[config.mk]
export PLATFORM = sky130hd
export DESIGN_NAME = hazard_ctrl
export DESIGN_NICKNAME = d
export VERILOG_FILES = /design/src/rtl/hazard_ctrl_pkg.sv /design/src/rtl/hazard_perf_cnt.sv /design/src/rtl/hazard_ctrl.sv
export SDC_FILE = /design/constraint.sdc
export NUM_CORES = 1
export LEC_CHECK = 0
export ABC_AREA = 1
export CAP_MARGIN = 20
export CORE_MARGIN = 1
export CORE_UTILIZATION = 37
export CTS_BUF_LIST = sky130_fd_sc_hd__clkbuf_8
export CTS_CLUSTER_SIZE = 14
export DETAILED_ROUTE_END_ITERATION = 8
export PLACE_DENSITY = 0.78
export SYNTH_ARGS = -nofsm -noshare
export SYNTH_HDL_FRONTEND = slang
export SYNTH_SLANG_ARGS = --single-unit
[constraint.sdc]
create_clock -name clk_i -period 1.3 [get_ports clk_i]
set_input_delay 0.26 -clock clk_i [delete_from_list [all_inputs] [get_ports clk_i]]
set_output_delay 0.26 -clock clk_i [all_outputs]
set_load 0.01 [all_outputs]
[src/rtl/hazard_ctrl_pkg.sv]
// hazard_ctrl_pkg: shared types for the pipeline hazard controller.
// State encoding, address widths and the pipeline-control bundle, plus
// helpers that build the common control patterns.
package hazard_ctrl_pkg;

    localparam int STATE_W    = 2;
    localparam int REG_ADDR_W = 5;

    // Encoding 3 is unreachable and is decoded as ERROR.
    typedef enum logic [STATE_W-1:0] {
        RUN      = 2'd0,
        MEM_WAIT = 2'd1,
        ERROR    = 2'd2
    } state_t;

    // Controls driven into the pipeline registers.
    typedef struct packed {
        logic pc_write;
        logic ifid_write;
        logic ifid_flush;
        logic idex_bubble;
        logic pipe_hold;
    } ctrl_t;

    // Everything frozen: nothing advances, nothing is cleared.
    function automatic ctrl_t ctrl_freeze();
        ctrl_t c;
        c = '{pc_write: 1'b0, ifid_write: 1'b0, ifid_flush: 1'b0,
              idex_bubble: 1'b0, pipe_hold: 1'b1};
        return c;
    endfunction

    // Values presented while reset is held.
    function automatic ctrl_t ctrl_reset();
        ctrl_t c;
        c = '{pc_write: 1'b0, ifid_write: 1'b0, ifid_flush: 1'b0,
              idex_bubble: 1'b1, pipe_hold: 1'b1};
        return c;
    endfunction

    // Free-running pipeline with load-use and branch resolution.
    // Load-use wins over the branch: the branch sits in ID again next cycle
    // and is re-evaluated, so flushing now would drop it.
    function automatic ctrl_t ctrl_run(input logic load_use, input logic br_taken);
        ctrl_t c;
        c = '{pc_write: 1'b1, ifid_write: 1'b1, ifid_flush: 1'b0,
              idex_bubble: 1'b0, pipe_hold: 1'b0};
        if (load_use) begin
            c.pc_write    = 1'b0;
            c.ifid_write  = 1'b0;
            c.idex_bubble = 1'b1;
        end else if (br_taken) begin
            c.ifid_flush  = 1'b1;
        end
        return c;
    endfunction

endpackage

[src/rtl/hazard_perf_cnt.sv]
// hazard_perf_cnt: enable-gated up counter that saturates at all-ones.
module hazard_perf_cnt
    import hazard_ctrl_pkg::*;
#(
    parameter int W = 32
) (
    input  logic         clk_i,
    input  logic         rst_i,
    input  logic         en_i,
    output logic [W-1:0] cnt_o
);

    logic [W-1:0] cnt_q;

    // Count enabled cycles, sticking at the maximum value.
    always_ff @(posedge clk_i or posedge rst_i) begin
        if (rst_i) begin
            cnt_q <= '0;
        end else if (en_i && (cnt_q != '1)) begin
            cnt_q <= cnt_q + 1'b1;
        end
    end

    assign cnt_o = cnt_q;

endmodule

[src/rtl/hazard_ctrl.sv]
// hazard_ctrl: pipeline sequencing controller for the 5-stage MIPS core.
// Resolves load-use hazards, taken-branch flushes and multi-cycle data
// memory stalls, with a watchdog that traps a memory access that never
// completes. Outputs are Mealy and act in the cycle the condition is seen.
// Optional macro HAZARD_PERF_CNT_EN adds saturating stall-cycle and flush
// counters (stall_cyc_o, flush_cnt_o).
module hazard_ctrl
    import hazard_ctrl_pkg::*;
#(
    parameter int MEM_TIMEOUT = 16,
    parameter int CNT_W       = 32
) (
    input  logic                  clk_i,
    input  logic                  rst_i,
    input  logic                  IDEX_MemRead_i,
    input  logic [REG_ADDR_W-1:0] IDEX_RTaddr_i,
    input  logic [REG_ADDR_W-1:0] IFID_RSaddr_i,
    input  logic [REG_ADDR_W-1:0] IFID_RTaddr_i,
    input  logic                  Branch_taken_i,
    input  logic                  Dmem_req_i,
    input  logic                  Dmem_ack_i,
    output logic                  PC_write_o,
    output logic                  IFID_write_o,
    output logic                  IFID_flush_o,
    output logic                  IDEX_bubble_o,
    output logic                  pipe_hold_o,
    output logic [STATE_W-1:0]    state_o,
    output logic                  err_o
`ifdef HAZARD_PERF_CNT_EN
    ,
    output logic [CNT_W-1:0]      stall_cyc_o,
    output logic [CNT_W-1:0]      flush_cnt_o
`endif
);

    // Watchdog width: the ERROR transition fires at MEM_TIMEOUT-1, so the
    // counter never needs to reach MEM_TIMEOUT and cannot wrap.
    localparam int               WD_W    = $clog2(MEM_TIMEOUT);
    localparam logic [WD_W-1:0]  WD_LAST = WD_W'(MEM_TIMEOUT - 1);

    // Reject configurations the watchdog cannot represent.
    if (MEM_TIMEOUT < 2) begin : g_bad_timeout
        $error("hazard_ctrl: MEM_TIMEOUT must be >= 2");
    end
    if (CNT_W < 1) begin : g_bad_cnt_w
        $error("hazard_ctrl: CNT_W must be >= 1");
    end

    state_t          state_q, state_d;
    logic [WD_W-1:0] wd_q, wd_d;
    ctrl_t           ctrl;

    logic stall_c;
    logic load_use_c;
    logic in_error;

    assign stall_c    = Dmem_req_i && !Dmem_ack_i;
    assign load_use_c = IDEX_MemRead_i && (IDEX_RTaddr_i != '0) &&
                        ((IDEX_RTaddr_i == IFID_RSaddr_i) ||
                         (IDEX_RTaddr_i == IFID_RTaddr_i));
    // ERROR and the illegal encoding 3 both have the top bit set.
    assign in_error   = state_q[1];

    // State and watchdog registers; reset aborts any wait or trap at once.
    always_ff @(posedge clk_i or posedge rst_i) begin
        if (rst_i) begin
            state_q <= RUN;
            wd_q    <= '0;
        end else begin
            state_q <= state_d;
            wd_q    <= wd_d;
        end
    end

    // Next state: enter MEM_WAIT on a stall, leave on ack, trap on timeout.
    always_comb begin
        state_d = state_q;
        wd_d    = wd_q;
        case (state_q)
            RUN: begin
                if (stall_c) begin
                    state_d = MEM_WAIT;
                    wd_d    = '0;
                end
            end
            MEM_WAIT: begin
                // Ack in the final timeout cycle still returns to RUN.
                if (Dmem_ack_i) begin
                    state_d = RUN;
                end else if (wd_q == WD_LAST) begin
                    state_d = ERROR;
                end else begin
                    wd_d = wd_q + 1'b1;
                end
            end
            default: begin
                state_d = ERROR;
            end
        endcase
    end

    // Mealy pipeline controls from state and current hazard inputs.
    always_comb begin
        ctrl = ctrl_run(1'b0, 1'b0);
        if (rst_i) begin
            ctrl = ctrl_reset();
        end else begin
            case (state_q)
                RUN: begin
                    if (stall_c) ctrl = ctrl_freeze();
                    else         ctrl = ctrl_run(load_use_c, Branch_taken_i);
                end
                MEM_WAIT: begin
                    if (!Dmem_ack_i) ctrl = ctrl_freeze();
                    else             ctrl = ctrl_run(load_use_c, Branch_taken_i);
                end
                default: begin
                    ctrl = ctrl_freeze();
                end
            endcase
        end
    end

    assign PC_write_o    = ctrl.pc_write;
    assign IFID_write_o  = ctrl.ifid_write;
    assign IFID_flush_o  = ctrl.ifid_flush;
    assign IDEX_bubble_o = ctrl.idex_bubble;
    assign pipe_hold_o   = ctrl.pipe_hold;
    assign state_o       = state_q;
    assign err_o         = in_error;

`ifdef HAZARD_PERF_CNT_EN
    logic stall_cnt_en;
    logic flush_cnt_en;

    // Stalled cycles exclude reset and the trapped state.
    assign stall_cnt_en = !rst_i && !in_error && !ctrl.pc_write;
    assign flush_cnt_en = !rst_i && ctrl.ifid_flush;

    hazard_perf_cnt #(.W(CNT_W)) u_stall_cnt (
        .clk_i (clk_i),
        .rst_i (rst_i),
        .en_i  (stall_cnt_en),
        .cnt_o (stall_cyc_o)
    );

    hazard_perf_cnt #(.W(CNT_W)) u_flush_cnt (
        .clk_i (clk_i),
        .rst_i (rst_i),
        .en_i  (flush_cnt_en),
        .cnt_o (flush_cnt_o)
    );
`endif

endmodule

Word level (Yosys, flattened, before mapping). Cells that the tools add are included.

Register bits after elaboration: 6. Latch bits: 0. Memory bits (writable): 0. Bits in read-only memories: 0. Input port bits: 21. Output and inout port bits: 8. Memories kept: 0.

$add $sub $neg: 1. Multiply operators: 0. Divide/modulo/power cells: 0. $lt $le $gt $ge: 0. Eq/ne operators: 8. Shift-type cells: 0. Muxes and demuxes: 16. Bitwise logic cells: 0. Reductions and logical operators: 10.

Operators with widths (count): $mux 5 (3); $mux 4 (3); $eq 5x5->1 (2); $pmux 5 s2 (1); $mux 2 (4); $pmux 4 s2 (1); $ne 2x2->1 const B (3); $reduce_bool 5->1 (1); $add 4x1->4 const B (1); $eq 4x4->1 const B (1); $pmux 2 s2 (1); $reduce_and 4->1 (1); $logic_and 1x1->1 (3); $mux 1 (3); $ne 3x3->1 const B (1); $eq 2x1->1 const B (1); $logic_not 2->1 (1); $reduce_and 2->1 (1); $reduce_bool 2->1 (1); $logic_not 1->1 (1); $logic_or 1x1->1 (1).

Longest topological paths before layout.
Depth after elaboration: 7. Gate-level depth with buffers: 10. Gate-level depth less buffers: 9.

Worst setup path before layout. No wires, ideal clock.

Path kind: register to output. From: register state_q[1], in the netlist state_o[1]. To: output PC_write_o. Arrival time: 1.194 ns. Path slack: -0.154 ns. Cell stages (with the launch flop): 9. Path buffers: 1. Path through: dfrtp_1 -> nor2_1 -> nand2_1 -> nand2_1 -> nand2_2 -> clkinv_1 -> nand2_1 -> inv_1 -> buf_4.

Longest elaborated chain between the ends: 3. Elaborated cells between the ends (all ways): 4. Those cells by class: eq/ne: 1; mux: 2; reduce/logical: 1.

Ends and longest elaborated chain: start: declaration (RTL line hazard_ctrl.sv:49) `state_t state_q, state_d;`; start signal: assignment (RTL line hazard_ctrl.sv:70) `state_q <= state_d;`; $eq 2x1->1 or $logic_not 2->1 (tied branches) (RTL line hazard_ctrl.sv:108) `case (state_q)`; $pmux 5 s2 * (RTL line hazard_ctrl.sv:108); $mux 5 * (RTL line hazard_ctrl.sv:105) `if (rst_i) begin`; end: declaration (RTL line hazard_ctrl.sv:22) `output logic PC_write_o,`.

Mark *: on every way between the ends. The rest lies on a longest branch, timed or not.

Final worst setup path.
From: input IFID_RSaddr_i[1]. To: output IFID_flush_o.

Longest elaborated chain between the ends: 7. Elaborated cells between the ends (all ways): 8. Those cells by class: eq/ne: 1; mux: 5; reduce/logical: 2.

Ends and longest elaborated chain: start: declaration (RTL line hazard_ctrl.sv:17) `input logic [REG_ADDR_W-1:0] IFID_RSaddr_i,`; $eq 5x5->1 * (RTL line hazard_ctrl.sv:59) `((IDEX_RTaddr_i == IFID_RSaddr_i) ||`; $logic_or 1x1->1 * (RTL line hazard_ctrl.sv:59); $logic_and 1x1->1 * (RTL line hazard_ctrl.sv:58) `assign load_use_c = IDEX_MemRead_i && (IDEX_RTaddr_i != '0) &&`; $mux 1 * (RTL line hazard_ctrl_pkg.sv:48) `if (load_use) begin`; $mux 5 (on tied branches) (RTL line hazard_ctrl.sv:114, hazard_ctrl.sv:110); $pmux 5 s2 * (RTL line hazard_ctrl.sv:108); $mux 5 * (RTL line hazard_ctrl.sv:105); end: declaration (RTL line hazard_ctrl.sv:24) `output logic IFID_flush_o,`.

Marked as above.

==> metrics list <==
* Final HPWL DP: approximately 1.2 mm
- Via density: ~4.8
- Post-Syn Instances: just under 100
* Total clock buffers created by CTS: 3
- Area share of the leading cell type in the synthesized netlist: 0.257
- Combined flip-flop and latch cell area: between 150 and 200 sq um
- Areal power density over the cells: between 1000 and 1500 nW/um^2
- Met3 WL post-DR: 119 microns
* Sequential share of the synthesized area: 0.257
- The first TritonRoute pass finished after 4 iterations.
* Highest clock rate: 629 MHz
- During I/O placement, the number of pins put on the boundary was 29.
- During placement, the flow inserted port buffers numbering 28.
* Wire length on met2: roughly 940 microns
* Setup Crit Path Kind: in2out
* Post-synth top area cell: dfrtp_1
- Cells along the critical path: dlygate4sd2_1 -> inv_1 -> nand2_1 -> nand2_1 -> nor2_1 -> nand3_1 -> nand2_1 -> nand2_1 -> nand2_2 -> nor2_1 -> buf_2
* Clock Pin Slew Worst Setup and Hold Paths: 0.04 ns
* Diodes inserted: 0
- Number of maximum-capacitance constraint violations: 0
* TritonCTS clock tree: built
- Most common cell after layout, fill and taps aside: nand2_1
- Synthesis inferred 6 register bits.
* Share of cells above drive strength 1: 0.403
* Post-synthesis average cell area: 6.02 sq um
- Synth top area cells: dfrtp_1, nand2_1, inv_1, nor2_1, nand3_1
- Detailed Route WL: 1.83 mm
- The detail route stage leaves a number of antenna-violating nets equal to 0.
* Die boundary width: 41.7 microns
* Critical Path Source: IFID_RSaddr_i[1]
- CTS built an H-tree with a depth of 1.
- STA classifies the critical path startpoint as an input port.
- Routed wire per std cell: around 11 microns
- During synthesis, Yosys emitted a total of 0 warnings.
* Master of the slowest instance on the critical path: dlygate4sd2_1
- Entering global routing, the biggest net connects 6 pins.
- Final hold slack: 0.385 ns
* Nets in the synthesized netlist: 119
- Final setup margin: -0.291 ns
- The floorplan step set the die height to about 42 microns.
* Overall via count from detail_route: around 760
- Number of global-route vias before repair: 630
- Summing all multi-input logic gate instances after layout gives 380 sq um.
- The die covers roughly 1700 sq um.
* Endpoints failing hold: 0
- Setup violations, final: 8
- Setup repair after global routing could not meet its margin everywhere.
- In the global route stage, overall resource usage came out at 0.191.
- For this run, design rule violations remaining after detail routing come to 0.
* Peak per-stage delay on the critical path: around 0.22 ns
* Maximum ir drop on the vdd rail: 0.824 mV
- First-pass GRT wire length: 2.59 mm
- The clock passes through at most 2 buffers.
- The worst pin sits at a relative slew slack of 0.879.
* Kind of end point of the critical path: output port
* Layout Area Growth over Synthesis: 82.9%
- The analysis attributes to cell leakage a power of a little under 0.6 nW.
* Cell count after placement: 150
- Initial antenna violation count: 0
* Fillcell total: 106
- For this run, the number of standard cells in the final layout without fillers is 159.
* CTS Hold Buffers Added: 0
- Initial DRC Count: 18
- For the final database, setup skew stands at 0.00666 ns.
* Core Region: around 1400 sq um
* Met1 wire length: 731 microns
* Final period util: 1.22
- Post-layout minimum cycle time: ~1.6 ns
* Maximum fanout along the worst path: 2
- In this run the critical register-to-register path is captured at wd_q[3].
- STA puts the critical path data required time at 1.04 ns.
* Final number of max-transition violations: 0
- For this design, the sink count on the clock tree is 6.
* Distinct cell type count of the synthesized netlist: 20
* Slew at the pin with the worst max-slew slack: 0.181 ns
- Starting utilization of the core area: 0.423
- Measured in cells, the most critical reg-to-reg path has a length of 8.
- Outcome: complete, but fails checks
* Commonest cells after routing, fill and taps aside: nand2_1, inv_1, buf_4
* Violated checks: setup timing
* Capture point of the worst path: IFID_flush_o
* Worst reg-to-reg setup slack: -0.02 ns
* Later-pin clock latency in the skew report: 0.22 ns
- The floorplan has 13 rows.
- In this run the clock root is driven by a clkbuf_8.
* FF-to-FF Start: state_o[0]
* Cell mode on critical path: nand2_1
- The path class of the tightest hold or removal check is in2async.
- Global placer's final weighted congestion: about 0.85
* Layout Nets: 167
* Arrival @ worst endpoint: 1.33 ns
* Netlist Area Pre-Place: about 600 sq um
- Routed signal wires occupy layers up through met4.
* Total overflow reported by the global router: 0
-- worst max-delay path: cells and delay by family --
family,cells,cell delay [ns]
buf+inv,3,0.40
simple gates,8,0.67
-- cell families (layout without fill, tap and decap cells) --
| family | after synthesis | count (layout) | synth area share |
|---|---|---|---|
| simple gates | 55 | 55 | 0.439 |
| flops | 6 | 6 | 0.257 |
| xor+xnor | 2 | 2 | 0.0300 |
| compound gates | 8 | 8 | 0.0792 |
| buf+inv | 25 | 72 | 0.173 |
| fa+ha+maj | 1 | 1 | 0.0214 |
-- metrics by stage --
stage / setup slack [ns] / instance area, sq um / setup TNS, ns / util / power [W]
6_report: -0.291 / 1070 / -1.39 / 0.773 / 0.00114
3_3_place_gp: -0.848 / 962 / -4.56 / 0.696 / 0.000759
4_1_cts: -0.252 / 1020 / -1.18 / 0.740 / 0.00110
2_1_floorplan: -0.0764 / 588 / -0.136 / - / 0.000505
5_1_grt: -0.358 / 1070 / -1.92 / 0.773 / 0.00122
3_5_place_dp: -0.919 / 962 / -4.77 / 0.696 / 0.000774
-- worst min-delay path by stage --
stage | start | end | slack, ns | cells past startpoint
6_report | rst_i | wd_q[0] | 0.38 | 3
3_5_place_dp | wd_q[3] | wd_q[3] | 0.54 | 2
3_3_place_gp | wd_q[3] | wd_q[3] | 0.52 | 2
2_1_floorplan | rst_i | state_o[0] | 0.07 | 1
4_1_cts | rst_i | wd_q[0] | 0.36 | 3
5_1_grt | rst_i | wd_q[0] | 0.43 | 3
-- metal layers --
layer / global-route usage / up-vias
met5: 0 / -
met4: 0.0387 / 0
met3: 0.0435 / 4
met2: 0.334 / 35
met1: 0.237 / 335
li1: - / 387
-- power breakdown --
group | internal (W) | switching (W)
logic | 0.000318 | 0.000261
registers | 0.000234 | 0.0000544
clock network | 0.000202 | 0.0000729
total | 0.000754 | 0.000388
-- flip-flops by register name (all words and copies together), names as in the netlist --
| name | cells |
|---|---|
| wd_q | 4 |
| state_o | 2 |
-- what timing repair did --
action / 4_1_cts / 5_1_grt
pin swaps: 15 / 10
cloned: 0 / 0
endpoints found under the setup margin: 8 / 12
resized for setup: 66 / 17
buffers inserted: 4 / 2
-- layout make-up --
class                   count  share of cell area
clock inverters             1             0.00351
repair buffers             45               0.359
clock buffers               3              0.0386
inverters                  23              0.0820
multi-input cells          66               0.356
flip-flops and latches      6               0.143
well taps                  15              0.0176
-- Yosys cell counts (all sizes together) --
cell type  count
ha             1
nor2          11
inv           22
buf            2
clkinv         1
nand4          1
nand2         35
a41o           1
dfrtp          6
a21oi          2
xnor2          2
o21ai          5
nand3          8
(Power assumes the default switching activity.)
